## src/rtl/signal_patch_ctrl.sv

```systemverilog
// signal_patch_ctrl: trigger-driven patch controller between tapped design
// signals and their consumers. Each channel is returned unmodified, forced
// to 0/1, inverted or held, but only inside an activation window. The
// window opens on a masked pattern match, after a programmable delay, and
// lasts a programmable number of cycles. A small register file configures it.
//
// Ports:
//   clk, rst_n    clock (rising edge), asynchronous active-low reset
//   sig_in        original signals (tap side)
//   sig_out       controlled signals returned to the design (combinational)
//   cfg_we/re     register write / read strobes
//   cfg_addr      register select (0 CTRL .. 7 STATUS)
//   cfg_wdata     write data
//   cfg_rdata     registered read data, holds until the next read
//   patch_active  high while the override window is open

// One patched channel: its mode register, its hold bit and its output mux.
module signal_patch_lane (
  input  logic       clk,
  input  logic       rst_n,
  input  logic       sig,
  input  logic       active,
  input  logic       capture,
  input  logic       mode_we,
  input  logic [2:0] mode_wdata,
  output logic [2:0] mode,
  output logic       sig_out
);
  logic hold;

  always_ff @(posedge clk or negedge rst_n) begin
    if (!rst_n) begin
      mode <= 3'd0;
      hold <= 1'b0;
    end else begin
      if (mode_we) mode <= mode_wdata;
      if (capture) hold <= sig;
    end
  end

  // Only state and stored mode/hold feed this mux, never cfg inputs.
  always_comb begin
    sig_out = sig;
    if (active) begin
      case (mode)
        3'd1:    sig_out = 1'b0;
        3'd2:    sig_out = 1'b1;
        3'd3:    sig_out = ~sig;
        3'd4:    sig_out = hold;
        default: sig_out = sig;
      endcase
    end
  end
endmodule

module signal_patch_ctrl #(
  parameter int NUM_SIG = 4,
  parameter int CNT_W   = 8
) (
  input  logic               clk,
  input  logic               rst_n,
  input  logic [NUM_SIG-1:0] sig_in,
  output logic [NUM_SIG-1:0] sig_out,
  input  logic               cfg_we,
  input  logic               cfg_re,
  input  logic [2:0]         cfg_addr,
  input  logic [31:0]        cfg_wdata,
  output logic [31:0]        cfg_rdata,
  output logic               patch_active
);
  typedef enum logic [1:0] {
    S_IDLE   = 2'd0,
    S_ARMED  = 2'd1,
    S_DELAY  = 2'd2,
    S_ACTIVE = 2'd3
  } state_t;

  state_t                    state, state_nxt;
  logic [CNT_W-1:0]          cnt, cnt_nxt;
  logic                      inf, inf_nxt;   // window opened with DURATION==0
  logic                      enter;
  logic [7:0]                act_cnt;

  logic [NUM_SIG-1:0]        trig_mask, trig_value;
  logic [CNT_W-1:0]          dly, dur;
  logic [4:0]                mode_idx;
  logic                      rearm;
  logic [NUM_SIG-1:0][2:0]   mode;
  logic [NUM_SIG-1:0]        mode_we;
  logic [31:0]               rd_mux;
  logic                      active;
  logic                      match, arm, disarm;
  logic                      unused;

  assign unused = ^cfg_wdata;

  assign arm    = cfg_we && (cfg_addr == 3'd0) && cfg_wdata[0];
  assign disarm = cfg_we && (cfg_addr == 3'd0) && cfg_wdata[1];
  assign match  = ((sig_in ^ trig_value) & trig_mask) == '0;
  assign active = (state == S_ACTIVE);
  assign patch_active = active;

  // Config registers; MODE writes are routed to the lanes via mode_we.
  always_ff @(posedge clk or negedge rst_n) begin
    if (!rst_n) begin
      trig_mask  <= '0;
      trig_value <= '0;
      dly        <= '0;
      dur        <= '0;
      mode_idx   <= '0;
      rearm      <= 1'b0;
    end else if (cfg_we) begin
      case (cfg_addr)
        3'd0:    rearm      <= cfg_wdata[2];
        3'd1:    trig_mask  <= cfg_wdata[NUM_SIG-1:0];
        3'd2:    trig_value <= cfg_wdata[NUM_SIG-1:0];
        3'd3:    dly        <= cfg_wdata[CNT_W-1:0];
        3'd4:    dur        <= cfg_wdata[CNT_W-1:0];
        3'd5:    mode_idx   <= cfg_wdata[4:0];
        default: ;
      endcase
    end
  end

  // An out-of-range MODE_IDX selects no lane, so the write is dropped.
  always_comb begin
    mode_we = '0;
    for (int i = 0; i < NUM_SIG; i++)
      mode_we[i] = cfg_we && (cfg_addr == 3'd6) && (mode_idx == 5'(i));
  end

  always_ff @(posedge clk or negedge rst_n) begin
    if (!rst_n) begin
      state   <= S_IDLE;
      cnt     <= '0;
      inf     <= 1'b0;
      act_cnt <= 8'd0;
    end else begin
      state <= state_nxt;
      cnt   <= cnt_nxt;
      inf   <= inf_nxt;
      if (enter && act_cnt != 8'hFF) act_cnt <= act_cnt + 8'd1;
    end
  end

  always_comb begin
    state_nxt = state;
    cnt_nxt   = cnt;
    inf_nxt   = inf;
    enter     = 1'b0;
    if (disarm) begin
      state_nxt = S_IDLE;
    end else begin
      case (state)
        S_IDLE:   if (arm) state_nxt = S_ARMED;
        S_ARMED:  if (match) begin
                    if (dly == '0) enter = 1'b1;
                    else begin
                      state_nxt = S_DELAY;
                      cnt_nxt   = dly - 1'b1;
                    end
                  end
        S_DELAY:  if (cnt == '0) enter = 1'b1;
                  else cnt_nxt = cnt - 1'b1;
        S_ACTIVE: if (!inf) begin
                    if (cnt == '0) state_nxt = rearm ? S_ARMED : S_IDLE;
                    else cnt_nxt = cnt - 1'b1;
                  end
        default:  state_nxt = S_IDLE;
      endcase
    end
    // DURATION is sampled here, at entry, so mid-window writes wait a turn.
    if (enter) begin
      state_nxt = S_ACTIVE;
      cnt_nxt   = dur - 1'b1;
      inf_nxt   = (dur == '0);
    end
  end

  for (genvar g = 0; g < NUM_SIG; g++) begin : g_lane
    signal_patch_lane u_lane (
      .clk        (clk),
      .rst_n      (rst_n),
      .sig        (sig_in[g]),
      .active     (active),
      .capture    (enter),
      .mode_we    (mode_we[g]),
      .mode_wdata (cfg_wdata[2:0]),
      .mode       (mode[g]),
      .sig_out    (sig_out[g])
    );
  end

  always_comb begin
    rd_mux = '0;
    case (cfg_addr)
      3'd0: rd_mux[2] = rearm;
      3'd1: rd_mux[NUM_SIG-1:0] = trig_mask;
      3'd2: rd_mux[NUM_SIG-1:0] = trig_value;
      3'd3: rd_mux[CNT_W-1:0] = dly;
      3'd4: rd_mux[CNT_W-1:0] = dur;
      3'd5: rd_mux[4:0] = mode_idx;
      3'd6: for (int i = 0; i < NUM_SIG; i++)
              if (mode_idx == 5'(i)) rd_mux[2:0] = mode[i];
      3'd7: begin
              rd_mux[1:0]  = state;
              rd_mux[15:8] = act_cnt;
            end
      default: ;
    endcase
  end

  // Registered read port sees pre-write values on a same-cycle read/write.
  always_ff @(posedge clk or negedge rst_n) begin
    if (!rst_n)      cfg_rdata <= '0;
    else if (cfg_re) cfg_rdata <= rd_mux;
  end
endmodule

```

## config.mk

```make
export PLATFORM = sky130hd
export DESIGN_NAME = signal_patch_ctrl
export DESIGN_NICKNAME = d
export VERILOG_FILES = /design/src/rtl/signal_patch_ctrl.sv
export SDC_FILE = /design/constraint.sdc
export NUM_CORES = 1
export LEC_CHECK = 0
export CORE_MARGIN = 10
export CORE_UTILIZATION = 60
export CTS_CLUSTER_SIZE = 10
export DETAILED_ROUTE_END_ITERATION = 10
export DONT_BUFFER_PORTS = 1
export PLACE_DENSITY = 0.76
export SLEW_MARGIN = 20
export SYNTH_ARGS = -nofsm -noshare
export SYNTH_HDL_FRONTEND = slang
export SYNTH_HIERARCHICAL = 1
export SYNTH_SLANG_ARGS = --single-unit
```

## constraint.sdc

```tcl
create_clock -name clk -period 4 [get_ports clk]
set_input_delay 0.4 -clock clk [delete_from_list [all_inputs] [get_ports clk]]
set_output_delay 0.4 -clock clk [all_outputs]
set_load 0.005 [all_outputs]
```

Yosys cells after proc, flatten, opt, wreduce, memory -nomap -nowiden. Cells that the tools add are included.

Input port bits: 43. Output and inout port bits: 37. Logic and storage cells: 133. Flip-flop bits (word level): 81.

Add/sub/neg operators: 4. Reductions and logical operators: 26. Mux-type cells: 39. Bitwise gates (word level): 6. Eq/ne operators: 39.

Operator list (number): $mux W8 (7); $eq A3 B2 Y1 const B (10); $eq A3 B3 Y1 const B (8); $logic_not A8 Y1 (3); $pmux W8 S3 (1); $sub A8 B1 Y8 const B (3); $pmux W1 S4 (4); $eq A3 B1 Y1 const B (5); $mux W2 (7); $pmux W2 S7 (1); $mux W3 (4); $ne A4 B4 Y1 const B (3); $reduce_and A2 Y1 (6); $eq A5 B2 Y1 const B (2); $logic_and A1 B1 Y1 (9); $mux W1 (9); $add A8 B1 Y8 const B (1); $ne A8 B8 Y1 const B (1); $pmux W1 S7 (1); $ne A3 B3 Y1 const B (2); $pmux W2 S3 (1); $pmux W3 S2 (1); $reduce_and A6 Y1 (1); $eq A5 B1 Y1 const B (1); 19 further kinds (23).

Depth between registers and ports, before layout. Gate-level depths: netlist of the first run.

Word-level depth: 8. Mapped depth: 14. Mapped depth without buffers: 13.

Modules after synthesis. Netlist of the first run, hierarchy kept.

Modules (own cells, without submodules): signal_patch_ctrl (cells an instance 369, sequential area each 1626.6 um^2, area each 3856.2 um^2, times used 1); signal_patch_lane (cells an instance 16, sequential area each 100.1 um^2, area each 202.7 um^2, times used 4).

Worst setup path after synthesis of the first run. OpenSTA, ideal clock, no wires.

Path kind: reg-to-reg. From: register cnt[3]. To: register cnt[6]. Required time: 3.924 ns. Stages on the path, launching flop included: 13. Arrival: 2.753 ns. Slack: 1.170 ns. Clock period less this slack: 2.830 ns. Library setup time: 0.076 ns. Buffers on the path: 1. Cells stage by stage: dfrtp_1 > or4_4 > nor3_4 > nand2_2 > a211o_2 > buf_2 > o21ai_0 > ha_1 > nand2_1 > nor3_1 > xor2_1 > mux2i_1 > o21ai_1.

Word-level cells in the longest chain between the ends: 6. Elaborated cells between the ends (all ways): 16. Classes of those cells: 1 x add/sub; 4 x eq/ne; 8 x mux; 3 x reduce/logical.

RTL lines: start: declaration (line 79) `logic [CNT_W-1:0] cnt, cnt_nxt;`; start signal: assignment (line 140) `cnt <= cnt_nxt;`; $sub A8 B1 Y8 / $logic_not A8 Y1 (equally long branches); $mux W8 / $mux W1 (equally long branches) (line 163, 166); $mux W8 / $pmux W1 S2 (equally long branches) (line 165, 154); $pmux W8 S3 / $mux W1 (equally long branches) (line 154, 151); $mux W8, or another cell as far along (line 151) `if (disarm) begin`; $mux W8 / $reduce_and A5 Y1 (equally long branches).

Several ways; a longest one is shown, not always the timed one. The select of a mux whose other input is x is not followed. A chain may end at the register's enable or synchronous reset.

Worst setup path in the final report of the first run.
From: register cnt[3]. To: register cnt[4].

The elaborated chain is that of the path after synthesis.

==> results of run 1 <==
[report_power, final]
| part | switching, mW | total (mW) | internal [mW] |
|---|---|---|---|
| Sequential | 0.220 | 1.23 | 1.01 |
| Clock | 0.318 | 0.633 | 0.315 |
| Combinational | 0.496 | 0.955 | 0.458 |
| Total | 1.03 | 2.81 | 1.78 |
[critical path, cell delays in order, from the launching register on]
cell	delay, ns
sky130_fd_sc_hd__dfrtp_1	0.45
sky130_fd_sc_hd__or4_4	0.59
sky130_fd_sc_hd__nor3_4	0.23
sky130_fd_sc_hd__nand2_2	0.12
sky130_fd_sc_hd__a211o_2	0.44
sky130_fd_sc_hd__o21ai_0	0.23
sky130_fd_sc_hd__ha_1	0.30
sky130_fd_sc_hd__nand3b_1	0.12
sky130_fd_sc_hd__xor2_1	0.17
sky130_fd_sc_hd__mux2i_1	0.09
sky130_fd_sc_hd__mux2i_1	0.17
sky130_fd_sc_hd__o21ai_0	0.08
[cell type report]
class / count / area, sq um
Clock buffer: 10 / 138
Clock inverter: 6 / 72.6
Fill cell: 599 / 2720
Inverter: 9 / 33.8
Multi-Input combinational cell: 328 / 2490
Sequential cell: 81 / 2030
Tap cell: 102 / 128
Timing Repair Buffer: 3 / 45.0
[state kept, by name, summed over array words and instances (netlist names)]
name                flops
inf                     1
state                   2
dur                     8
g_lane.u_lane/mode     12
act_cnt                 8
dly                     8
cnt                     8
mode_idx                5
rearm                   1
trig_mask               4
g_lane.u_lane/hold      4
cfg_rdata              16
trig_value              4
[how the worst max path moves through the flow]
stage                     depth (start not counted)  slack (ns)  endpoint     start
after floorplan                                  12        1.17    cnt[6]    cnt[3]
after global routing                             12        0.59    cnt[4]  state[0]
after CTS                                        11        0.86    cnt[4]    cnt[3]
final                                            11        0.84    cnt[4]    cnt[3]
after detailed placement                         12        0.90    cnt[4]    cnt[3]
after global placement                           12        0.98    cnt[4]    cnt[3]
[placed cells by master (no fill, tap or decap), types with 7 or more instances in the layout]
cell type,synthesis,final
sky130_fd_sc_hd__dfrtp_1,81,81
sky130_fd_sc_hd__mux2_2,40,40
sky130_fd_sc_hd__nand2_1,36,36
sky130_fd_sc_hd__nor2_1,33,33
sky130_fd_sc_hd__mux2i_1,21,21
sky130_fd_sc_hd__a21oi_1,16,16
sky130_fd_sc_hd__conb_1,1,16
sky130_fd_sc_hd__mux2_1,13,13
sky130_fd_sc_hd__xor2_1,12,12
sky130_fd_sc_hd__xnor2_1,12,12
sky130_fd_sc_hd__ha_1,11,11
sky130_fd_sc_hd__nor3_1,10,10
sky130_fd_sc_hd__clkbuf_8,0,10
sky130_fd_sc_hd__inv_1,8,8
sky130_fd_sc_hd__nand4_1,7,7
sky130_fd_sc_hd__o21ai_0,7,7
sky130_fd_sc_hd__o21ai_1,7,7
[logic make-up (layout without fill, tap and decap cells)]
kind of cell / after synthesis / after routing / synth area share, %
flops: 81 / 81 / 43.4
simple gates: 129 / 129 / 14.5
fa+ha+maj: 11 / 11 / 2.95
other cells: 1 / 16 / 0.0804
mux: 79 / 79 / 19.5
compound gates: 69 / 69 / 10.5
buf+inv: 39 / 28 / 4.50
xor+xnor: 24 / 24 / 4.50
[timing repair]
item / CTS / global route
resized for setup: 0 / 0
hold buffers: 2 / 0
endpoints found under the hold margin: 81 / 0
[per-layer routing]
layer / share of wire, % / track usage (%) / vias to the layer above
met3: 6.0 / 5.95 / 10
met5: 0 / 0 / -
met2: 49 / 30.0 / 89
met4: 1.3 / 4.58 / 0
met1: 43 / 23.1 / 1628
li1: - / - / 1536
==> run summary, run 1 <==
Buffers added to address setup during post-CTS repair amount to 0. Setup repair after global routing left no endpoint under its margin. Setup violations remaining at the end of the flow were counted as 0. The worst-case IR drop observed on VDD is 0.396 mV. The setup path with the least slack is of type reg2reg. The run gives 7650 sq um as the area inside the core boundary. The post-route netlist has 20.1% of its cells at a drive strength greater than 1.

In this run the cell area measured after placement is 4680 sq um. The worst setup path is captured at a flop. In this run the number of H-tree levels came out at 3. In the synthesized netlist the dominant register cell turns out to be sky130_fd_sc_hd__dfrtp_1. After layout, the design draws a total of 2.81 mW. Dividing the synthesized area by the synthesized cell count gives 10.8 sq um. Clock tree synthesis found a total of 81 sinks.

The logs give 0.917 for the routability-driven placement congestion ratio and 17.2 mm for the global-route wire length before repair. The total number of yosys warnings is 6, and the clock transition at the registers of the reported paths is 0.09 ns. The worst path needs 3.16 ns of the cycle, external delays included. After routing, the total negative slack on setup checks comes to 0 ns.

The final max-slew violation count is 0. The floorplan step defined a die boundary enclosing 11700 sq um. The clock latency of the later-clocked register in the worst-skew pair is 0.35 ns.

Count of input and output buffers: 0. Across all register-to-register paths, the minimum setup slack is 0.84 ns. The tools report the number of hold violations in the final report as 0. The repair_antennas step left the layout with diodes totalling 0. The logs give 61.0% for the effective utilization at floorplan and 539 for the final cell count without fillers. The tools report the initial antenna violation count as 0.

The routed wirelength normalized by instance count is 19.0 microns, and the mapped cell area is 4670 sq um. Relative to the synthesized area, the layout overhead comes to 5.63%. Counting instances in the post-synthesis netlist gives the leading cell types as 81 x sky130_fd_sc_hd__dfrtp_1, 40 x sky130_fd_sc_hd__mux2_2, 36 x sky130_fd_sc_hd__nand2_1. Worst reg2reg path depth: 11.

The endpoint identified for the worst register-to-register timing path is cnt[4]. The total power divided by cell area was 571 nW/um^2; the number of enable-type register cells in the synthesized netlist was 0. The origin of the critical flop-to-flop path was cnt[3]. After detailed routing, the number of vias per cell comes to 6.05. Across all layers, the routed design uses 3263 vias.

The clock root buffer is sky130_fd_sc_hd__clkbuf_8. The worst setup slack after placement is 0.898 ns, and the maximum fanout along the worst path is 13. For the final worst clock skew, the log shows 0.0156 ns. At the end of the flow the core is filled with cells to 64.5%. Row generation in the floorplan step produced 32 rows. The number of cells on the worst hold path was 1. TritonCTS built the clock tree. The final critical path takes up 78.9% of the cycle. The logs give 5 for the total iterations of the first detailed-routing run and 61 for the number of distinct library cells after synthesis. The floorplan step set the die height to 108 microns.

Leakage power: 2.21 nW. After detailed placement, the design holds a cell count of 521. Total overflow reported by the global router: 0. From left edge to right edge, the die measures 108 microns. Transition time at the pin with the least slew margin: 1.04 ns.

The final layout contains 486 nets. The tightest hold path in the finished design has a slack of 0.135 ns. Ranked by total cell area, the synthesized netlist is headed by sky130_fd_sc_hd__dfrtp_1 43%, sky130_fd_sc_hd__mux2_2 9.7%, sky130_fd_sc_hd__mux2i_1 4.5%. The classification of the worst-slack hold path was in2reg.

Data on the critical path is required at its endpoint by 4.19 ns. The data arrival at the endpoint of the critical path was 3.35 ns. In this run the count of I/O pins placed on the die edge is 80. Of all flip-flops after synthesis, the portion carrying an async set or reset was 100%. For hold timing, the worst endpoint is cfg_rdata[3]. The flow ran to the end, and the final reports show no timing, DRC or antenna violations.

For this block, the routed nets add up to 10.2 mm of wire. The maximum number of pins on one net before global-route repair was 82; the worst setup slack after layout was 0.843 ns. The number of DRC markers in iteration 0 is 264, and the synthesized instance count is 433. The detail route stage leaves a number of antenna-violating nets equal to 0.

For the global routing usage summed across all routing layers, the log shows 18.4%. The worst hold path begins at cfg_re. The wire-length estimate of the detail-placed layout is 7.51 mm.

In this run the tightest slew margin relative to its limit is 30.3%. The leading area contributor after synthesis is sky130_fd_sc_hd__dfrtp_1. The type of origin of the critical path was a flop. The clock passes through at most 2 buffers. In the routed design, unresolved DRC markers number 0. Across the run, the number of max-cap violations was 0. The most common cell in the synthesized netlist is sky130_fd_sc_hd__dfrtp_1.

The tools report the share of the yosys chip area belonging to registers as 43.4%. Based on the critical path, the design can be clocked at up to 0.317 GHz. The total clock buffers created by CTS was 9; the area share of the largest cell type after synthesis was 43.4%.

The number of global-route vias before repair was 3321. The finished cells cover 4930 sq um. The synthesized design contains 81 register bits.
Power figures use the tool's default switching activity.
==> run 2, diff against run 1 <==
==> constraint.sdc (replaced) <==
create_clock -name clk -period 2.96 [get_ports clk]
set_input_delay 0.296 -clock clk [delete_from_list [all_inputs] [get_ports clk]]
set_output_delay 0.296 -clock clk [all_outputs]
set_load 0.005 [all_outputs]
==> run summary, run 2 (synthesis gave the netlist of run 1 again) <==
Of all nets on the critical path, the largest fanout is 5. At the pin with the least slew margin, the transition time is 0.848 ns. Summing all multi-input logic gate instances after layout gives 2490 sq um. The tool flagged a number of max-cap violations equal to 0. The initial utilization of the core area, before any placement, comes to 61.0%.

The top cell types in the final layout, fill and taps aside, are 81 x sky130_fd_sc_hd__dfrtp_1, 40 x sky130_fd_sc_hd__mux2_2, 36 x sky130_fd_sc_hd__nand2_1. The library cell used most frequently in the layout, excluding fill and tap cells, is sky130_fd_sc_hd__dfrtp_1. The clock drives 81 sinks. The total clock buffers created by CTS was 9. Final worst clock skew: 0.0114 ns. Clock tree synthesis selected as its root buffer the cell sky130_fd_sc_hd__clkbuf_8. The final max-slew violation count is 0, and the period utilization is 93.6%.

Static timing analysis puts the maximum clock frequency at 0.361 GHz. The number of cells on the worst hold path works out to 1. The filler cells instantiated in the layout total 612. The worst max-slew margin expressed relative to the limit was 43.2%; the count of input and output buffers was 0. In the final routing, the length of wire on met1 measures 4.33 mm. The floorplan step defined a die boundary enclosing 11700 sq um. The tools report the final cell count without fillers as 548.

The run gives 642 microns as the detailed route wirelength on metal3. The tools report the I/O pin count as 80. The clock period could shrink to 2.77 ns. Data on the critical path is required at its endpoint by 3.23 ns. Register containing the most flip-flops in the final layout: cfg_rdata.

The number of global-route vias before repair came out at 3255. The tools report the final design area excluding fillers as 5020 sq um. Once placement completed, the tool counted placed cells totaling 530. The tools report the total overflow reported by the global router as 0.

Origin of the critical flop-to-flop path: cnt[5]. Dividing total power by cell area gives a power density of 771 nW/um^2. Power comes to 3.87 mW. In this run the static leakage power is 2.25 nW.

Worst reg2reg path depth: 11. The floorplan has 32 rows. TritonCTS built the clock tree. For the routability-driven placement congestion ratio, the log shows 0.912. In the detailed route, the total length drawn on met2 is 5.19 mm. In this run the horizontal extent of the chip is 108 microns.

Before antenna repair, the detailed router went through 4 iterations. In this run the standard cell core region covers 7650 sq um. The die is 108 microns tall.

The register with the most flip-flops in the layout has 16 of them. The number of antenna diodes in the final layout is 0. The worst-case clock buffer depth is 2, and the number of hold violations in the final report is 0. The H-tree was split into 3 levels. In this run the cell area measured after placement is 4750 sq um.

The initial antenna violation count came out at 0. The fraction of layout instances using a drive strength above 1 works out to 22.0%. For the count of endpoints failing setup in the final report, the log shows 0. Setup repair after global routing left no endpoint under its margin. The number of nets with antenna violations after routing was 0; the number of vias in the routed layout was 3273. The data arrival at the endpoint of the critical path is 3.04 ns.

The type of origin of the critical path was a flop. The setup path with the least slack is of type reg2reg. Entering global routing, the biggest net connects 82 pins. The routed wirelength normalized by instance count was 18.6 microns.

The critical path capture point type is a flop. After the last flow step, the layout net total stands at 496. Terminus of the critical flop-to-flop path: cnt[4]. Global routing used 17.8% of the available tracks. The largest registers in the layout are cfg_rdata x16, g_lane.u_lane/mode x12. The HPWL after detailed placement is 7.59 mm. The worst-case IR drop observed on VDD is 0.561 mV. Summed over all failing endpoints, the final setup total negative slack is 0 ns. On the final layout, the worst hold slack is 0.0823 ns. The highest layer touched by signal routing is met4. At the later pin of the worst-skew pair, clock insertion delay measures 0.35 ns. The setup check on the worst reg-to-reg path leaves a slack of 0.19 ns. The number of vias per cell was 5.97.

The area occupied by registers is 2030 sq um, and the number of DRC markers in iteration 0 is 307. After detailed routing, the total wire length is 10.2 mm. In this run the worst hold path is classified as in2reg.

The tools report the endpoint of the worst hold-timing path as g_lane[2].u_lane/mode[2]. Growth of design area from synthesis to finish: 7.53%. The tools report the global-route wire length before repair as 16.7 mm.

In the routed design, unresolved DRC markers number 0. The launch instance of the worst min-delay path is cfg_wdata[2]. The run finished with clean final reports. Clock-pin slew was measured on the worst setup and hold paths at 0.08 ns.
[run 2: cell type report]
| cell class | instances | share of cell area, % |
|---|---|---|
| clock buffers | 9 | 2.47 |
| repair buffers | 13 | 2.44 |
| well taps | 102 | 2.54 |
| flip-flops and latches | 81 | 40.4 |
| inverters | 9 | 0.673 |
| clock inverters | 6 | 1.80 |
| multi-input cells | 328 | 49.7 |
[run 2: critical path: stages (launching register included)]
cell	delay [ns]
sky130_fd_sc_hd__dfrtp_1	0.42
sky130_fd_sc_hd__or4_4	0.55
sky130_fd_sc_hd__nor3_4	0.23
sky130_fd_sc_hd__nand2_2	0.08
sky130_fd_sc_hd__a211o_2	0.34
sky130_fd_sc_hd__o21ai_0	0.18
sky130_fd_sc_hd__ha_2	0.26
sky130_fd_sc_hd__nand3b_1	0.10
sky130_fd_sc_hd__xor2_1	0.16
sky130_fd_sc_hd__mux2i_1	0.14
sky130_fd_sc_hd__mux2i_1	0.09
sky130_fd_sc_hd__o21ai_0	0.14
[run 2: routing by layer]
| metal | GRT usage [%] | vias up |
|---|---|---|
| met5 | 0 | - |
| met2 | 30.1 | 77 |
| met4 | 4.01 | 0 |
| li1 | - | 1554 |
| met1 | 21.9 | 1636 |
| met3 | 5.35 | 6 |
[run 2: how the worst max path moves through the flow]
stage | start | end | cells past startpoint
3_3_place_gp | cnt[5] | cnt[6] | 11
2_1_floorplan | cnt[3] | cnt[6] | 12
4_1_cts | cnt[5] | cnt[6] | 11
3_5_place_dp | cnt[5] | cnt[6] | 11
5_1_grt | cnt[5] | cnt[4] | 11
6_report | cnt[5] | cnt[4] | 11
[run 2: report_power, final]
part | internal, mW | total, mW | switching [mW]
Combinational | 0.666 | 1.35 | 0.685
Clock | 0.475 | 0.876 | 0.401
Sequential | 1.36 | 1.64 | 0.283
Total | 2.50 | 3.87 | 1.37
[run 2: metrics by stage]
step,utilization (%),setup slack (ns)
final,65.6,0.190
after detailed placement,62.1,0.0866
after global routing,65.6,0.000810
after global placement,62.1,0.173
after floorplan,-,0.130
after CTS,65.4,0.0610
[run 2: what timing repair did]
item,CTS,global route
resized for setup,0,2
hold buffers,2,1
endpoints found under the hold margin,81,2
setup buffers,0,0
setup endpoints to repair,0,2
==> run 3, diff against run 2 <==
--- a/config.mk
+++ b/config.mk
@@ -6,11 +6,11 @@
 export NUM_CORES = 1
 export LEC_CHECK = 0
 export CORE_MARGIN = 10
-export CORE_UTILIZATION = 60
+export CORE_UTILIZATION = 55
 export CTS_CLUSTER_SIZE = 10
 export DETAILED_ROUTE_END_ITERATION = 10
 export DONT_BUFFER_PORTS = 1
-export PLACE_DENSITY = 0.76
+export PLACE_DENSITY = 0.7
 export SLEW_MARGIN = 20
 export SYNTH_ARGS = -nofsm -noshare
 export SYNTH_HDL_FRONTEND = slang
==> run summary, run 3 (synthesis gave the netlist of run 1 again) <==
The die area is 12600 sq um, and the leakage power is 2.28 nW. Setup repair after global routing left no endpoint under its margin. In the routed layout, each cell is associated on average with a via count of 5.94. The period utilization works out to 93.3%. The run gives 0 as the final max-slew violation count. In this run, CTS created clock tree buffers numbering 9. The tools report the final cell count without fillers as 551. In the final layout, the registers with the most flip-flops are cfg_rdata x16, g_lane.u_lane/mode x12. After the last flow step, the layout net total stands at 496. The initial antenna violation count came out at 0. Net switching is 34.2% of the power. TritonCTS built the clock tree.

By startpoint and endpoint, the worst setup path is classified as reg2reg. The logs give 8220 sq um for the area inside the core boundary and 2030 sq um for the area occupied by registers. Timing would allow up to 0.362 GHz.

Number of global-route vias before repair: 3264. The share of total power in the clock network came out at 26.2%. The clock transition at the registers of the reported paths is 0.09 ns. The tools report the total overflow reported by the global router as 0. The worst-case vdd ir drop came out at 0.408 mV. The post-route minimum period was 2.76 ns. Compared with the post-synthesis result, the final layout area differs by 8.58%. At the pin with the least slew margin, the transition time is 0.820 ns. The type of origin of the critical path was a flop.

The logs give 0.0128 ns for the final worst clock skew and 0.35 ns for the clock latency of the later-clocked register in the worst-skew pair. The tools report the layout filler cell count as 674. The detailed router finished its first iteration with 288 violations. The logs give 2 for the worst-case clock buffer depth and 56.8% for the effective utilization at floorplan. The total routed wirelength was 10.5 mm. The terminus of the critical flop-to-flop path was cnt[4].

The net switching power came out at 1.39 mW. The number of hold violations in the final report is 0, and the routed wirelength normalized by instance count is 19.0 microns. In the routed design, unresolved DRC markers number 0. The internal power of the cells totals 2.68 mW. The H-tree was split into 3 levels.

The most critical setup path has its endpoint at cnt[4]. The multi-input gate area in the final layout was 2490 sq um. After routing, the total negative slack on setup checks comes to 0 ns.

Most common cell after layout, fill and taps aside: sky130_fd_sc_hd__dfrtp_1. The total power divided by cell area was 803 nW/um^2. Data arrives at the worst endpoint at 3.04 ns. For the routability-driven placement congestion ratio, the log shows 0.858.

0 antenna diodes ended up in the layout. The clock drives 81 sinks. Global routing used 16.5% of the available tracks. Across all register-to-register paths, the minimum setup slack is 0.20 ns. Of the total power, combinational logic draws 33.3%. The first detailed-routing pass ran for 4 iterations. In this run the remaining antenna-violating nets after routing total 0. The logs give 3.24 ns for the required time of the critical path and 7.70 mm for the placed wire-length estimate after detailed placement.

The run finished with clean final reports. The worst setup path is captured at a flop. The origin of the critical flop-to-flop path was cnt[5]. The register with the most flip-flops in the layout has 16 of them. cfg_rdata holds more flip-flops than any other register. The number of vias in the routed layout is 3275, and the global-route wire length before repair is 17.2 mm. Leaving out fill and tap cells, the most frequent cells in the layout are 81 x sky130_fd_sc_hd__dfrtp_1, 40 x sky130_fd_sc_hd__mux2_2, 36 x sky130_fd_sc_hd__nand2_1. Setup violations remaining at the end of the flow were counted as 0. The tools report the clock root buffer as sky130_fd_sc_hd__clkbuf_8.

For the maximum number of pins on one net before global-route repair, the log shows 82. The overall die height is 112 microns. The run gives 40.6% as the part of the power in registers. The tool flagged a number of max-cap violations equal to 0. The maximum fanout along the worst path came out at 5. Count of input and output buffers: 0.

The worst hold path belongs to the class in2reg. The number of cells in the design after placement is 534, and the worst reg2reg path depth is 11. The worst pin sits at a relative slew slack of 45.1%. After floorplanning, the core was divided into 33 placement rows. The fraction of layout instances using a drive strength above 1 was 22.2%. 80 I/O pins were placed. The floorplan step set the die width to 112 microns.

The tools report the source of the critical timing path as cnt[5].
## run 3: power groups by stage
stage | logic [mW] | registers, mW | clock network (mW)
6_report | 1.35 | 1.65 | 1.06
5_1_grt | 1.50 | 1.69 | 1.13
4_1_cts | 1.35 | 1.65 | 1.09
3_5_place_dp | 1.31 | 1.67 | 0
3_3_place_gp | 1.28 | 1.65 | 0
2_1_floorplan | 1.11 | 1.56 | 0
## run 3: worst min-delay path by stage
stage                         to  depth (start not counted)  startpoint
floorplan             act_cnt[0]                          0       rst_n
global placement          cnt[1]                          0       rst_n
detailed placement      state[1]                          0       rst_n
CTS                 cfg_rdata[3]                          1      cfg_re
global route        cfg_rdata[4]                          1      cfg_re
finish              cfg_rdata[3]                          1      cfg_re
## run 3: final cells by class
class / count / share of cell area, %
clock inverters: 6 / 2.72
well taps: 105 / 2.59
multi-input cells: 328 / 49.2
inverters: 9 / 0.667
repair buffers: 13 / 2.37
flip-flops and latches: 81 / 40.0
clock buffers: 9 / 2.44
## run 3: repair_timing
item,in CTS,in global routing
hold endpoints to repair,81,0
resized for setup,0,2
setup endpoints to repair,0,1
hold buffers,2,0
buffers inserted,0,0
## run 3: per-stage QoR
step / setup WS (ns) / power [mW] / util [%] / hold WS (ns) / instance area, sq um
final: 0.197 / 4.07 / 61.7 / 0.0189 / 5070
after global routing: 0.0473 / 4.33 / 61.7 / 0.000193 / 5070
after CTS: 0.119 / 4.09 / 61.6 / 0.00147 / 5060
after detailed placement: 0.117 / 2.98 / 57.9 / 0.00484 / 4760
after global placement: 0.179 / 2.93 / 57.9 / 0.00624 / 4760
after floorplan: 0.130 / 2.67 / - / 0.000409 / 4720
## run 3: critical path, cell delays in order (launching register included)
cell	delay, ns
sky130_fd_sc_hd__dfrtp_1	0.42
sky130_fd_sc_hd__or4_4	0.55
sky130_fd_sc_hd__nor3_4	0.22
sky130_fd_sc_hd__nand2_2	0.08
sky130_fd_sc_hd__a211o_2	0.34
sky130_fd_sc_hd__o21ai_0	0.19
sky130_fd_sc_hd__ha_2	0.27
sky130_fd_sc_hd__nand3b_1	0.11
sky130_fd_sc_hd__xor2_1	0.16
sky130_fd_sc_hd__mux2i_1	0.12
sky130_fd_sc_hd__mux2i_1	0.09
sky130_fd_sc_hd__o21ai_0	0.14
## run 3: metal layers
layer	global-route usage (%)	vias up	routed length, microns
met3	4.47	11	617
met4	6.51	0	131
li1	-	1563	-
met1	20.4	1630	4560
met5	0	-	0
met2	26.7	71	5180
